--- config.mk ---
export PLATFORM = sky130hd
export DESIGN_NAME = izh_neuron_sequencer
export DESIGN_NICKNAME = d
export VERILOG_FILES = /design/src/rtl/izh_pkg.sv /design/src/rtl/izh_spike_fifo.sv /design/src/rtl/izh_neuron_sequencer.sv
export SDC_FILE = /design/constraint.sdc
export NUM_CORES = 1
export LEC_CHECK = 0
export CORE_UTILIZATION = 60
export DETAILED_ROUTE_END_ITERATION = 7
export PLACE_DENSITY_LB_ADDON = 0.05
export SLEW_MARGIN = 5
export SYNTH_ARGS = -nofsm -noshare
export SYNTH_HDL_FRONTEND = slang
export SYNTH_SLANG_ARGS = --single-unit
--- constraint.sdc ---
create_clock -name clk -period 33.4 [get_ports clk]
set_input_delay 6.68 -clock clk [delete_from_list [all_inputs] [get_ports clk]]
set_output_delay 6.68 -clock clk [all_outputs]
set_load 0.1 [all_outputs]
--- src/rtl/izh_pkg.sv ---
// Shared types and constants for the Izhikevich neuron sequencer.
package izh_pkg;

   localparam int DEF_V_WIDTH  = 20;
   localparam int DEF_FR_WIDTH = 11;

   function automatic int fx(input int k, input int fr);
      return k * (2 ** fr);
   endfunction

   localparam int V_RESET = fx(-65, DEF_FR_WIDTH);
   localparam int W_RESET = fx(-13, DEF_FR_WIDTH);

   typedef enum logic [1:0] {
      IDLE,
      READ,
      WRITE,
      DONE
   } seq_state_e;

   typedef struct packed {
      logic signed [DEF_V_WIDTH-1:0] v;
      logic signed [DEF_V_WIDTH-1:0] w;
   } neuron_state_t;

endpackage

--- src/rtl/izh_spike_fifo.sv ---
// Spike index FIFO; a push into a full FIFO is accepted only alongside a pop.
module izh_spike_fifo #(
   parameter int SPK_DEPTH = 4,
   parameter int IDX_WIDTH = 4
) (
   input  logic                 clk,
   input  logic                 rst,
   input  logic                 push,
   input  logic [IDX_WIDTH-1:0] push_data,
   output logic                 full,
   input  logic                 pop,
   output logic                 valid,
   output logic [IDX_WIDTH-1:0] head
);

   localparam int AW = $clog2(SPK_DEPTH);

   logic [IDX_WIDTH-1:0] mem_q [SPK_DEPTH];
   logic [AW-1:0]        wr_q;
   logic [AW-1:0]        rd_q;
   logic [AW:0]          cnt_q;
   logic                 do_pop;
   logic                 do_push;

   assign full    = (cnt_q == (AW+1)'(SPK_DEPTH));
   assign valid   = (cnt_q != '0);
   assign head    = valid ? mem_q[rd_q] : '0;
   assign do_pop  = pop & valid;
   assign do_push = push & (~full | do_pop);

   always_ff @(posedge clk or posedge rst) begin
      if (rst) begin
         wr_q  <= '0;
         rd_q  <= '0;
         cnt_q <= '0;
         for (int i = 0; i < SPK_DEPTH; i++) mem_q[i] <= '0;
      end else begin
         if (do_push) begin
            mem_q[wr_q] <= push_data;
            wr_q        <= wr_q + 1'b1;
         end
         if (do_pop) rd_q <= rd_q + 1'b1;
         unique case ({do_push, do_pop})
            2'b10:   cnt_q <= cnt_q + 1'b1;
            2'b01:   cnt_q <= cnt_q - 1'b1;
            default: cnt_q <= cnt_q;
         endcase
      end
   end

endmodule

--- src/rtl/izh_neuron_sequencer.sv ---
// Sweeps N_NEURON neuron states through one shared Izhikevich integrator.
// Define IZH_STATE_PROBE_EN to add the probe_idx/probe_v/probe_w state probe.
module izh_neuron_sequencer
   import izh_pkg::*;
#(
   parameter int V_WIDTH   = DEF_V_WIDTH,
   parameter int FR_WIDTH  = DEF_FR_WIDTH,
   parameter int N_NEURON  = 16,
   parameter int IDX_WIDTH = 4,
   parameter int SPK_DEPTH = 4
) (
   input  logic                 clk,
   input  logic                 rst,
   input  logic                 tick,
   output logic                 busy,
   output logic                 done,
   output logic [IDX_WIDTH-1:0] cur_idx,
   input  logic [V_WIDTH-1:0]   cur_I,
   output logic [V_WIDTH-1:0]   int_v_old,
   output logic [V_WIDTH-1:0]   int_w_old,
   output logic [V_WIDTH-1:0]   int_I,
   input  logic [V_WIDTH-1:0]   int_v_new,
   input  logic [V_WIDTH-1:0]   int_w_new,
   input  logic                 int_fire,
`ifdef IZH_STATE_PROBE_EN
   input  logic [IDX_WIDTH-1:0] probe_idx,
   output logic [V_WIDTH-1:0]   probe_v,
   output logic [V_WIDTH-1:0]   probe_w,
`endif
   output logic                 spk_valid,
   output logic [IDX_WIDTH-1:0] spk_idx,
   input  logic                 spk_ready
);

   localparam logic [V_WIDTH-1:0]   V_RST = V_WIDTH'(fx(-65, FR_WIDTH));
   localparam logic [V_WIDTH-1:0]   W_RST = V_WIDTH'(fx(-13, FR_WIDTH));
   localparam logic [IDX_WIDTH-1:0] LAST  = IDX_WIDTH'(N_NEURON - 1);

   seq_state_e           state_q;
   logic [IDX_WIDTH-1:0] idx_q;
   logic                 busy_q;
   logic                 done_q;
   logic [V_WIDTH-1:0]   v_old_q;
   logic [V_WIDTH-1:0]   w_old_q;
   logic [V_WIDTH-1:0]   i_q;
   logic [V_WIDTH-1:0]   v_q [N_NEURON];
   logic [V_WIDTH-1:0]   w_q [N_NEURON];

   logic fifo_full;
   logic fifo_pop;
   logic blocked;
   logic push;

   assign busy      = busy_q;
   assign done      = done_q;
   assign cur_idx   = idx_q;
   assign int_v_old = v_old_q;
   assign int_w_old = w_old_q;
   assign int_I     = i_q;

   // A spike that cannot be buffered holds the whole write back.
   assign fifo_pop = spk_valid & spk_ready;
   assign blocked  = int_fire & fifo_full & ~fifo_pop;
   assign push     = (state_q == WRITE) & int_fire & ~blocked;

   always_ff @(posedge clk or posedge rst) begin
      if (rst) begin
         state_q <= IDLE;
         idx_q   <= '0;
         busy_q  <= 1'b0;
         done_q  <= 1'b0;
         v_old_q <= '0;
         w_old_q <= '0;
         i_q     <= '0;
         for (int n = 0; n < N_NEURON; n++) begin
            v_q[n] <= V_RST;
            w_q[n] <= W_RST;
         end
      end else begin
         done_q <= 1'b0;
         unique case (state_q)
            IDLE: begin
               if (tick) begin
                  state_q <= READ;
                  idx_q   <= '0;
                  busy_q  <= 1'b1;
               end
            end
            READ: begin
               v_old_q <= v_q[idx_q];
               w_old_q <= w_q[idx_q];
               i_q     <= cur_I;
               state_q <= WRITE;
            end
            WRITE: begin
               if (!blocked) begin
                  v_q[idx_q] <= int_v_new;
                  w_q[idx_q] <= int_w_new;
                  if (idx_q == LAST) begin
                     state_q <= DONE;
                     done_q  <= 1'b1;
                  end else begin
                     idx_q   <= idx_q + 1'b1;
                     state_q <= READ;
                  end
               end
            end
            DONE: begin
               idx_q   <= '0;
               busy_q  <= 1'b0;
               state_q <= IDLE;
            end
            default: state_q <= IDLE;
         endcase
      end
   end

`ifdef IZH_STATE_PROBE_EN
   assign probe_v = (int'(probe_idx) < N_NEURON) ? v_q[probe_idx] : '0;
   assign probe_w = (int'(probe_idx) < N_NEURON) ? w_q[probe_idx] : '0;
`endif

   izh_spike_fifo #(
      .SPK_DEPTH (SPK_DEPTH),
      .IDX_WIDTH (IDX_WIDTH)
   ) u_fifo (
      .clk       (clk),
      .rst       (rst),
      .push      (push),
      .push_data (idx_q),
      .full      (fifo_full),
      .pop       (fifo_pop),
      .valid     (spk_valid),
      .head      (spk_idx)
   );

endmodule
* After elaboration in Yosys (flattened, before gate mapping) *
Cells that the tools add are included.

storage, ports and cells
  word-level logic and storage cells = 122
  register bits = 731
  bits of input ports = 65
  bits in latches = 0
  RAM bits = 0
  output and inout port bits = 71
  memories = 0
  memory bits (read-only) = 0

cells by class
  multiply operators = 0
  eq/ne operators = 10
  reductions and logical operators = 11
  add/subtract/negate cells = 5
  multiplexer cells = 31
  divide/modulo/power cells = 0
  shift operators = 0
  bitwise operators = 14
  $lt $le $gt $ge = 5

operators with widths
  operator                                                     number
  bitwise mux 320 bit                                          2
  binary-select mux 20 bit (select 4 bit)                      2
  2-to-1 mux 20 bit                                            5
  demux 20 bit (select 4 bit)                                  1
  2-to-1 mux 4 bit                                             7
  bitwise mux 16 bit                                           1
  case mux 4 bit (3 select lines)                              1
  binary-select mux 4 bit (select 2 bit)                       1
  demux 4 bit (select 2 bit)                                   1
  case mux 2 bit (4 select lines)                              1
  AND 1 bit                                                    7
  == test 2 bit (second input constant)                        3
  >= comparator 3 bit (second input constant)                  2
  2-to-1 mux 2 bit                                             3
  inequality test 2 bit (second input constant)                3
  inverter 2 -> 3 bit                                          2
  case mux 3 bit (2 select lines)                              1
  AND reduction 2 bit                                          3
  nonzero test 3 bit                                           2
  >= comparator 5 bit (second input constant)                  1
  less-than comparator 5 x 1 -> 1 bit (second input constant)  1
  inverter 4 -> 5 bit                                          1
  adder 2 x 1 -> 2 bit (second input constant)                 2
  adder 4 x 1 -> 4 bit (second input constant)                 1
  14 further kinds                                             22

* Logic depth before layout (Yosys ltp) *
Gate-level depths: netlist (run 1).

  word-level depth = 9
  depth in mapped cells = 10

* By module *
Synthesis (run 1) repeated with hierarchy kept, for this count alone.

unflattened totals
  cell total of the unflattened synthesis = 2270
  area, all modules = 32841.5 um2

modules (own cells, without submodules)
  module                sequential area each (um2)  area an instance (um2)  times used  cells each
  izh_neuron_sequencer  18017.3                     31689.1                 1           2186
  izh_spike_fifo        575.6                       1152.4                  1           84

* Worst setup path after synthesis (run 1) *
No wires, ideal clock.

  path type = flip-flop to output port
  start point = register u_fifo.cnt_q[0]
  end point = output spk_idx[0]
  arrival = 2.056 ns
  data required time = 26.720 ns
  cell stages (with the launch flop) = 3
  path buffers = 0
  path slack = 24.664 ns
  path through = dfrtp_1 > or3_1 > and2_1

between the ends
  cells in the longest elaborated chain, start to end = 2

RTL lines
  item                      line                        text
  start: declaration        izh_spike_fifo.sv:21        logic [AW:0] cnt_q;
  start signal: assignment  izh_spike_fifo.sv:44        2'b10: cnt_q <= cnt_q + 1'b1;
  start signal: assignment  izh_spike_fifo.sv:45        2'b01: cnt_q <= cnt_q - 1'b1;
  start signal: assignment  izh_spike_fifo.sv:46        default: cnt_q <= cnt_q;
  nonzero test 3 bit        izh_spike_fifo.sv:26        assign valid = (cnt_q != '0);
  net spk_valid             izh_neuron_sequencer.sv:30  output logic spk_valid,
  2-to-1 mux 4 bit          izh_spike_fifo.sv:27        assign head = valid ? mem_q[rd_q] : '0;
  end: declaration          izh_neuron_sequencer.sv:31  output logic [IDX_WIDTH-1:0] spk_idx,

The timed path passes the listed nets, and every way through them passes these cells.

==> impl_metrics.yaml, run 1 <==
logic_synthesis:
  ys_seq_area_share_pct: 55.22
  synthSimpleGateAreaFrac_pct: 2.505
  synth_cells: 2221
  synth_ff_type: "dfrtp_1"
  avgSynthCellArea_sq_um: 15.16
  synth_xor_area_share_pct: 0.1821
  synth_edf_count: 0
  synth_compound_area_share_pct: 3.426
  synth_top_family_by_area: "multiplexers"
  ys_warn_count: 0
  synth_fa_ha_area_share_pct: 0.3939
  synth_cell_types: 43
  synth-seq-cells: 731
  muxShareOfSynthArea_pct: 35.10
  syn-cell-area_sq_mm: 0.03367
  async_reset_ff_share_pct: 100.0
  synth.net_count: 2296
job:
  drv_cap: 0
grt:
  grt_util_all_layers_pct: 29.65
  grt_busiest_layer: "met2"
  gr-total-overflow: 0
  first_global_vias: 20310
  met3_usage_pct: 4.769
  grt_use_met1_pct: 43.23
  antenna_found_initial: 2
  grt_max_degree: 177
  grt_pass1_wl_mm: 126.6
  use_met2_pct: 46.24
sta:
  fmax_ghz: 0.1014
  hold_viol: 0
  setup-violations-final: 0
  fin_crit_ns: 9.862
  max-slew-margin-rel_pct: 14.68
  period_share_pct: 29.53
  finalClockSkew_ns: 0.01794
  slew_viol_final: 0
  tightest_slew_ns: 1.280
  rsz0062_at_grt: "no"
  final.setup.tns_ns: 0
route:
  drt-total-wl_mm: 81.65
  drtPass1Iterations: 5
  routedWlPerCell_um: 26.59
  vias: 19060
  postRouteAntennaNets: 0
  drt_iter0_drc: 1262
  vias_per_cell: 6.206
  drcViolationCount: 0
clock_tree:
  clock-sinks: 731
  tritoncts: "yes"
  cts_root_buffer: "clkbuf_16"
  clk_pin_slew_ns: 0.06
  cts_max_level: 3
  worstSkewPairLatency_ns: 0.60
  cts_buffer_depth: 3
  cts_hold_buf: 0
  cts_made_buffers: 74
  cts_resized: 0
  post-cts-setup-buffer-count: 0
setup_path:
  worstPathCellList: "clkdlybuf4s50_1, inv_8, buf_12, buf_4, buf_4"
  critPathCaptureType: "async pin"
  path_delay_family: "buffers and inverters"
  crit_top_cell: "buf_4"
  arrival_ns: 10.43
  path_max_fanout: 176
  crit_type: "in -> async"
  cp_num_buf_inv: 5
  crit_required_ns: 33.97
  worst_path_largest_cell_delay_ns: 0.92
  start_kind: "input port"
  slowest_stage: "buf_4"
power:
  p_sw_mw: 1.025
  pwr-share-comb_pct: 31.4
  pwr-share-clk_pct: 28.1
  power_mw: 2.912
  powerDensity_mw_per_mm2: 77.24
  ir_drop_mv: 0.1107
  p_sw_share_pct: 35.19
  leakagePower_nw: 16.31
  intPower_mw: 1.887
  pwr-share-seq_pct: 40.4
floorplan:
  dieArea_sq_mm: 0.05707
  rows: 86
  die_width_um: 238.9
  initial_core_util_pct: 60.87
  die_h_um: 238.9
  ios: 136
  design.core.area_sq_mm: 0.05531
outcome:
  status: "finished, final reports clean"
cells_and_area:
  nets: 2341
  final_cells: 3071
  drive_above_1_share_pct: 49.16
  n_antenna_cell: 0
  syn_to_final_growth_pct: 11.96
placement:
  dp_cells: 2938
  post-dp-hpwl_mm: 41.18
  port_buffers: 135
  gp_congestion: 0.7193
min_path:
  hp-class: "reg -> reg"
[registers in the layout, summed over array words and instances (netlist names), 2 cells and up]
name,count
v_q,320
w_q,320
int_I,20
int_v_old,20
int_w_old,20
u_fifo.mem_q,16
cur_idx,4
u_fifo.cnt_q,3
state_q,2
u_fifo.rd_q,2
u_fifo.wr_q,2
[cells in the final DEF, fill, tap and decap left out, types with 12 or more instances in the layout]
cell	instances
a22oi_1	34
mux2_4	240
nand2_1	73
nor2_1	40
nor3_1	28
clkbuf_8	12
buf_4	31
clkdlybuf4s50_1	135
clkbuf_1	28
a21oi_1	53
mux2_2	407
mux2i_1	150
mux4_2	89
dfstp_2	240
dfrtp_1	489
o22ai_1	74
clkbuf_16	80
[tightest hold or removal path, stage by stage (launching register included)]
cell,delay [ns]
dfrtp_1,0.33
nand2_1,0.05
nand2_1,0.06
[routing by layer]
| metal | vias to the layer above | wire length, um |
|---|---|---|
| met5 | - | 29 |
| met4 | 4 | 1835 |
| li1 | 8161 | - |
| met2 | 470 | 38230 |
| met1 | 10310 | 37690 |
| met3 | 117 | 3861 |
[cell families (layout without fill, tap and decap cells)]
logic type	Yosys count	after routing
mux	897	897
flops	731	731
buf+inv	209	311
compound gates	185	185
simple gates	182	182
fa+ha+maj	10	10
xor+xnor	7	7
[layout make-up]
cell class,instances,area [sq um]
repair buffers,167,1604
multi-input cells,1281,14110
fillers,3891,17610
clock inverters,13,121.4
flip-flops and latches,731,18600
well taps,748,935.9
clock buffers,120,2272
inverters,11,48.80
[synth_stat cells (25+ instances only)]
cell type	number	share of area, %
dfstp_2	240	19
clkbuf_1	93	1.0
nor3_1	28	0.42
nand2_1	74	0.83
o22ai_1	74	1.4
mux4_2	89	6.0
buf_6	25	0.84
mux2_2	407	14
a21oi_1	53	0.79
a22oi_1	34	0.76
mux2i_1	150	4.5
dfrtp_1	491	36
mux2_4	240	11
buf_2	74	1.1
nor2_1	42	0.47
[path summary, 6_finish.rpt]
path,start,endpoint,slack (ns),depth (start not counted)
min in group asynchronous,rst,w_q[140]$_DFFE_PP0P_,6.63,2
min,int_I[1]$_DFFE_PP0N_,int_I[1]$_DFFE_PP0N_,0.47,2
max in group clk,cur_idx[0]$_DFFE_PP0P_,cur_idx[0],23.85,1
max,rst,int_I[18]$_DFFE_PP0N_,23.54,5
min reg2reg,int_I[1]$_DFFE_PP0N_,int_I[1]$_DFFE_PP0N_,0.47,2
max reg2reg,cur_idx[0]$_DFFE_PP0P_,int_w_old[1]$_DFFE_PP0N_,29.28,6
[power groups by stage]
stage	logic, mW	registers [mW]	clock network [mW]
4_1_cts	0.922	1.18	0.833
3_5_place_dp	0.919	1.19	0
3_3_place_gp	0.905	1.18	0
6_report	0.916	1.18	0.819
5_1_grt	0.972	1.20	0.872
2_1_floorplan	0.457	1.41	0
[stage by stage]
stage	util [%]	worst slack [ns]	instance area [sq um]	hold slack, ns
2_1_floorplan	-	6.608	33670	0.4561
3_3_place_gp	63.83	22.81	35300	0.4607
3_5_place_dp	63.83	22.69	35300	0.4609
4_1_cts	68.15	23.32	37690	0.4761
5_1_grt	68.15	22.88	37690	0.5025
6_report	68.15	23.54	37690	0.4712
No activity file was read; power rests on OpenSTA's default activity.
==> run 2: changes to the inputs <==
- CORE_UTILIZATION: 60 -> 55
- clock period: 33.4 -> 9 ns (I/O delays scaled with it)
==> impl_metrics.yaml, run 2 (same netlist as run 1, synthesis figures left out) <==
grt:
  grt_max_degree: 200
  first_global_vias: 20160
  antenna_found_initial: 1
  grt_util_all_layers_pct: 26.26
  gr-total-overflow: 0
  grt_pass1_wl_mm: 125.1
sta:
  slew_viol_final: 0
  fin_hold_ws_ns: 0.4752
  rsz0062_at_grt: "no"
  tightest_slew_ns: 1.300
  fin_crit_ns: 4.594
  max-slew-margin-rel_pct: 13.36
  setup-violations-final: 0
  period_share_pct: 51.04
  fmax_ghz: 0.2177
  hold_viol: 0
  finalClockSkew_ns: 0.02293
power:
  p_sw_share_pct: 35.06
  intPower_mw: 7.102
  pwr-share-clk_pct: 29.1
  p_sw_mw: 3.835
  leakagePower_nw: 16.38
  pwr-share-comb_pct: 31.4
  powerDensity_mw_per_mm2: 288.5
  pwr-share-seq_pct: 39.5
  ir_drop_mv: 0.2693
  power_mw: 10.94
floorplan:
  design.core.area_sq_mm: 0.06047
  initial_core_util_pct: 55.68
  rows: 90
  ios: 136
  die_h_um: 249.4
  dieArea_sq_mm: 0.06221
  die_width_um: 249.4
clock_tree:
  cts_root_buffer: "clkbuf_16"
  cts_hold_buf: 0
  cts_resized: 0
  cts_buffer_depth: 3
  clk_pin_slew_ns: 0.06
  worstSkewPairLatency_ns: 0.61
  cts_made_buffers: 77
  tritoncts: "yes"
  clock-sinks: 731
  post-cts-setup-buffer-count: 0
  cts_max_level: 3
cells_and_area:
  final_cell_mix: "489 x dfrtp_1, 407 x mux2_2, 240 x mux2_4, 240 x dfstp_2, 150 x mux2i_1"
  syn_to_final_growth_pct: 12.59
  final_common_cell: "dfrtp_1"
  drive_above_1_share_pct: 49.46
  top_regs: "v_q: 320 flops, w_q: 320 flops"
  nets: 2342
  fin_area_sq_mm: 0.03791
setup_path:
  critPathCaptureType: "primary output"
  rr_endpoint: "int_v_old[12]$_DFFE_PP0N_"
  r2r_slack_ns: 5.17
  start_kind: "register"
  crit_type: "reg -> out"
  path_max_fanout: 6
  crit_required_ns: 7.20
  r2r_start: "cur_idx[0]$_DFFE_PP0P_"
  r2r_cells: 6
  arrival_ns: 2.79
min_path:
  hold_start: "int_I[6]$_DFFE_PP0N_"
  min_path_cells: 2
  hp-class: "reg -> reg"
  holdPathEnd: "int_I[6]$_DFFE_PP0N_"
job:
  drv_cap: 0
route:
  drt-total-wl_mm: 79.76
  vias_per_cell: 6.078
  drtPass1Iterations: 5
  routedWlPerCell_um: 25.61
  postRouteAntennaNets: 0
  drt_iter0_drc: 1202
  vias: 18930
  drcViolationCount: 0
outcome:
  status: "finished, final reports clean"
placement:
  gp_congestion: 0.7376
  placed_area_sq_mm: 0.03535
  post-dp-hpwl_mm: 43.35
  port_buffers: 135
## run 2: worst max-delay path by stage
stage / endpoint / startpoint / cells past startpoint / slack [ns]
final: spk_idx[2] / u_fifo.rd_q[0]$_DFFE_PP0P_ / 3 / 4.41
after global routing: spk_idx[2] / u_fifo.rd_q[0]$_DFFE_PP0P_ / 3 / 4.29
after CTS: spk_idx[2] / u_fifo.rd_q[0]$_DFFE_PP0P_ / 3 / 4.35
after detailed placement: v_q[209]$_DFFE_PP0P_ / spk_ready / 5 / 4.11
after global placement: v_q[224]$_DFFE_PP0P_ / spk_ready / 5 / 4.16
after floorplan: busy$_DFFE_PP0P_ / rst / 1 / -2.62
## run 2: area by class of cell
class	count	area, sq um
clock buffers	127	2399
multi-input cells	1281	14120
flip-flops and latches	731	18600
diodes	1	2.502
clock inverters	16	161.4
well taps	782	978.4
inverters	11	45.04
repair buffers	165	1602
fillers	4401	22560
## run 2: routing by layer
metal,GRT usage [%],wire length (um),vias to the layer above
met5,0,13,-
met1,37.95,37060,10250
met4,6.949,1525,2
met2,41.13,37540,408
li1,-,-,8178
met3,4.725,3620,90
## run 2: power groups by stage
stage | Clock, mW | Combinational [mW] | Sequential (mW)
finish | 3.18 | 3.43 | 4.33
global route | 3.39 | 3.63 | 4.40
CTS | 3.26 | 3.47 | 4.33
detailed placement | 0 | 3.46 | 4.38
global placement | 0 | 3.40 | 4.34
floorplan | 0 | 1.70 | 5.25
## run 2: critical path: stages, from the launching register on
cell	delay, ns
dfrtp_1	0.53
mux4_2	0.54
and2_1	0.17
clkdlybuf4s50_1	0.96
## run 2: per-stage QoR
step	TNS (ns)	setup slack, ns	util [%]	cells
floorplan	-1286.24	-2.620	-	2221
global placement	0	4.164	58.45	2970
detailed placement	0	4.113	58.45	2970
CTS	0	4.348	62.68	3113
global route	0	4.295	62.68	3113
finish	0	4.406	62.69	3114
==> run 3: changes to the inputs <==
- CORE_UTILIZATION: 55 -> 60
- clock period: 9 -> 4.3 ns (I/O delays scaled with it)
==> impl_metrics.yaml, run 3 (same netlist as run 1, synthesis figures left out) <==
power:
  powerDensity_mw_per_mm2: 596.5
  leakagePower_nw: 16.63
  ir_drop_mv: 0.4774
  power_mw: 22.88
route:
  drtPass1Iterations: 5
  drt-total-wl_mm: 78.73
  drcViolationCount: 0
  routedWlPerCell_um: 25.32
  postRouteAntennaNets: 0
  vias: 19160
  drt_iter0_drc: 1456
  vias_per_cell: 6.161
sta:
  finalClockSkew_ns: 0.01386
  fin_hold_ws_ns: 0.4715
  final.setup.tns_ns: 0
  setup-violations-final: 0
  max-slew-margin-rel_pct: 26.83
  fin_crit_ns: 3.668
  hold_viol: 0
  slew_viol_final: 0
  final.setup.worst_slack_ns: 0.6321
  fmax_ghz: 0.2726
  rsz0062_at_grt: "no"
  tightest_slew_ns: 1.098
  period_share_pct: 85.30
setup_path:
  r2r_start: "state_q[1]$_DFFE_PP0P_"
  crit_required_ns: 3.44
  arrival_ns: 2.81
  cp_num_buf_inv: 1
  path_delay_family: "buffers and inverters"
  start_kind: "register"
  crit_type: "reg -> out"
  rr_endpoint: "v_q[9]$_DFFE_PP0P_"
  worstPathCellList: "mux4_2, and2_1, clkdlybuf4s50_1"
  crit_start: "u_fifo.rd_q[0]$_DFFE_PP0P_"
  path_max_fanout: 6
  cp_num_cells: 3
  r2r_cells: 5
  critPathCaptureType: "primary output"
  r2r_slack_ns: 1.33
  slowest_stage: "clkdlybuf4s50_1"
  worst_path_largest_cell_delay_ns: 0.97
floorplan:
  ios: 136
  design.core.area_sq_mm: 0.05531
  die_h_um: 238.9
  dieArea_sq_mm: 0.05707
  die_width_um: 238.9
  rows: 86
  initial_core_util_pct: 60.87
placement:
  detailedPlace.worstSlack_ns: 0.6599
  port_buffers: 135
  gp_congestion: 0.7625
  dp_cells: 2968
  placed_area_sq_mm: 0.03584
  post-dp-hpwl_mm: 46.07
outcome:
  status: "finished, final reports clean"
clock_tree:
  cts_hold_buf: 0
  tritoncts: "yes"
  cts_made_buffers: 76
  cts_resized: 0
  cts_max_level: 3
  clock-sinks: 731
  worstSkewPairLatency_ns: 0.61
  cts_buffer_depth: 3
  clk_pin_slew_ns: 0.06
  cts_root_buffer: "clkbuf_16"
  post-cts-setup-buffer-count: 0
cells_and_area:
  syn_to_final_growth_pct: 13.91
  fin_area_sq_mm: 0.03835
  utilization_pct: 69.34
  final_common_cell: "dfrtp_1"
  drive_above_1_share_pct: 50.36
  n_fill_cell: 3792
  nets: 2373
  top_regs: "v_q: 320 flops, w_q: 320 flops"
  final_cells: 3109
  final_cell_mix: "489 x dfrtp_1, 407 x mux2_2, 240 x mux2_4, 240 x dfstp_2, 150 x mux2i_1"
min_path:
  min_path_cells: 2
  hp-class: "reg -> reg"
  holdPathEnd: "int_I[9]$_DFFE_PP0N_"
  hold_start: "int_I[9]$_DFFE_PP0N_"
grt:
  grt_pass1_wl_mm: 123.2
  gr-total-overflow: 0
  antenna_found_initial: 4
  first_global_vias: 20360
  grt_max_degree: 129
  grt_util_all_layers_pct: 28.62
job:
  drv_cap: 0
==> run 3: how the worst max path moves through the flow <==
stage	to
CTS	spk_idx[3]
global placement	v_q[166]$_DFFE_PP0P_
finish	spk_idx[0]
global route	spk_idx[1]
detailed placement	v_q[169]$_DFFE_PP0P_
floorplan	busy$_DFFE_PP0P_
==> run 3: per-layer routing <==
layer / part of all wire (%) / vias up / track usage, %
met5: 0.029 / - / 0
met4: 2.1 / 4 / 8.566
met3: 4.9 / 112 / 4.180
met2: 46 / 505 / 43.95
met1: 47 / 10300 / 42.50
li1: - / 8236 / -
==> run 3: worst register-to-register path, delay by kind of cell, from the launching register on <==
family                 cells  cell delay [ns]
AOI/OAI and AO/OA          1             0.68
and+or+nand+nor            2             0.98
buffers and inverters      1             0.26
DFF                        1             0.55
muxes                      1             0.39
==> run 3: final cells by class <==
| cell class | count | area (sq um) | share of cell area, % |
|---|---|---|---|
| timing repair buffer | 197 | 2155 | 5.618 |
| sequential | 731 | 18600 | 48.50 |
| tap | 748 | 935.9 | 2.440 |
| clock inverter | 23 | 166.4 | 0.4339 |
| multi-input combinational | 1281 | 14100 | 36.78 |
| clock buffer | 116 | 2338 | 6.098 |
| antenna | 2 | 5.005 | 0.01305 |
| inverter | 11 | 45.04 | 0.1175 |
==> run 3: power breakdown <==
part,switching (mW),internal (mW)
sequential,0.739,8.32
combinational,4.63,2.64
clock,2.68,3.87
total,8.04,14.8
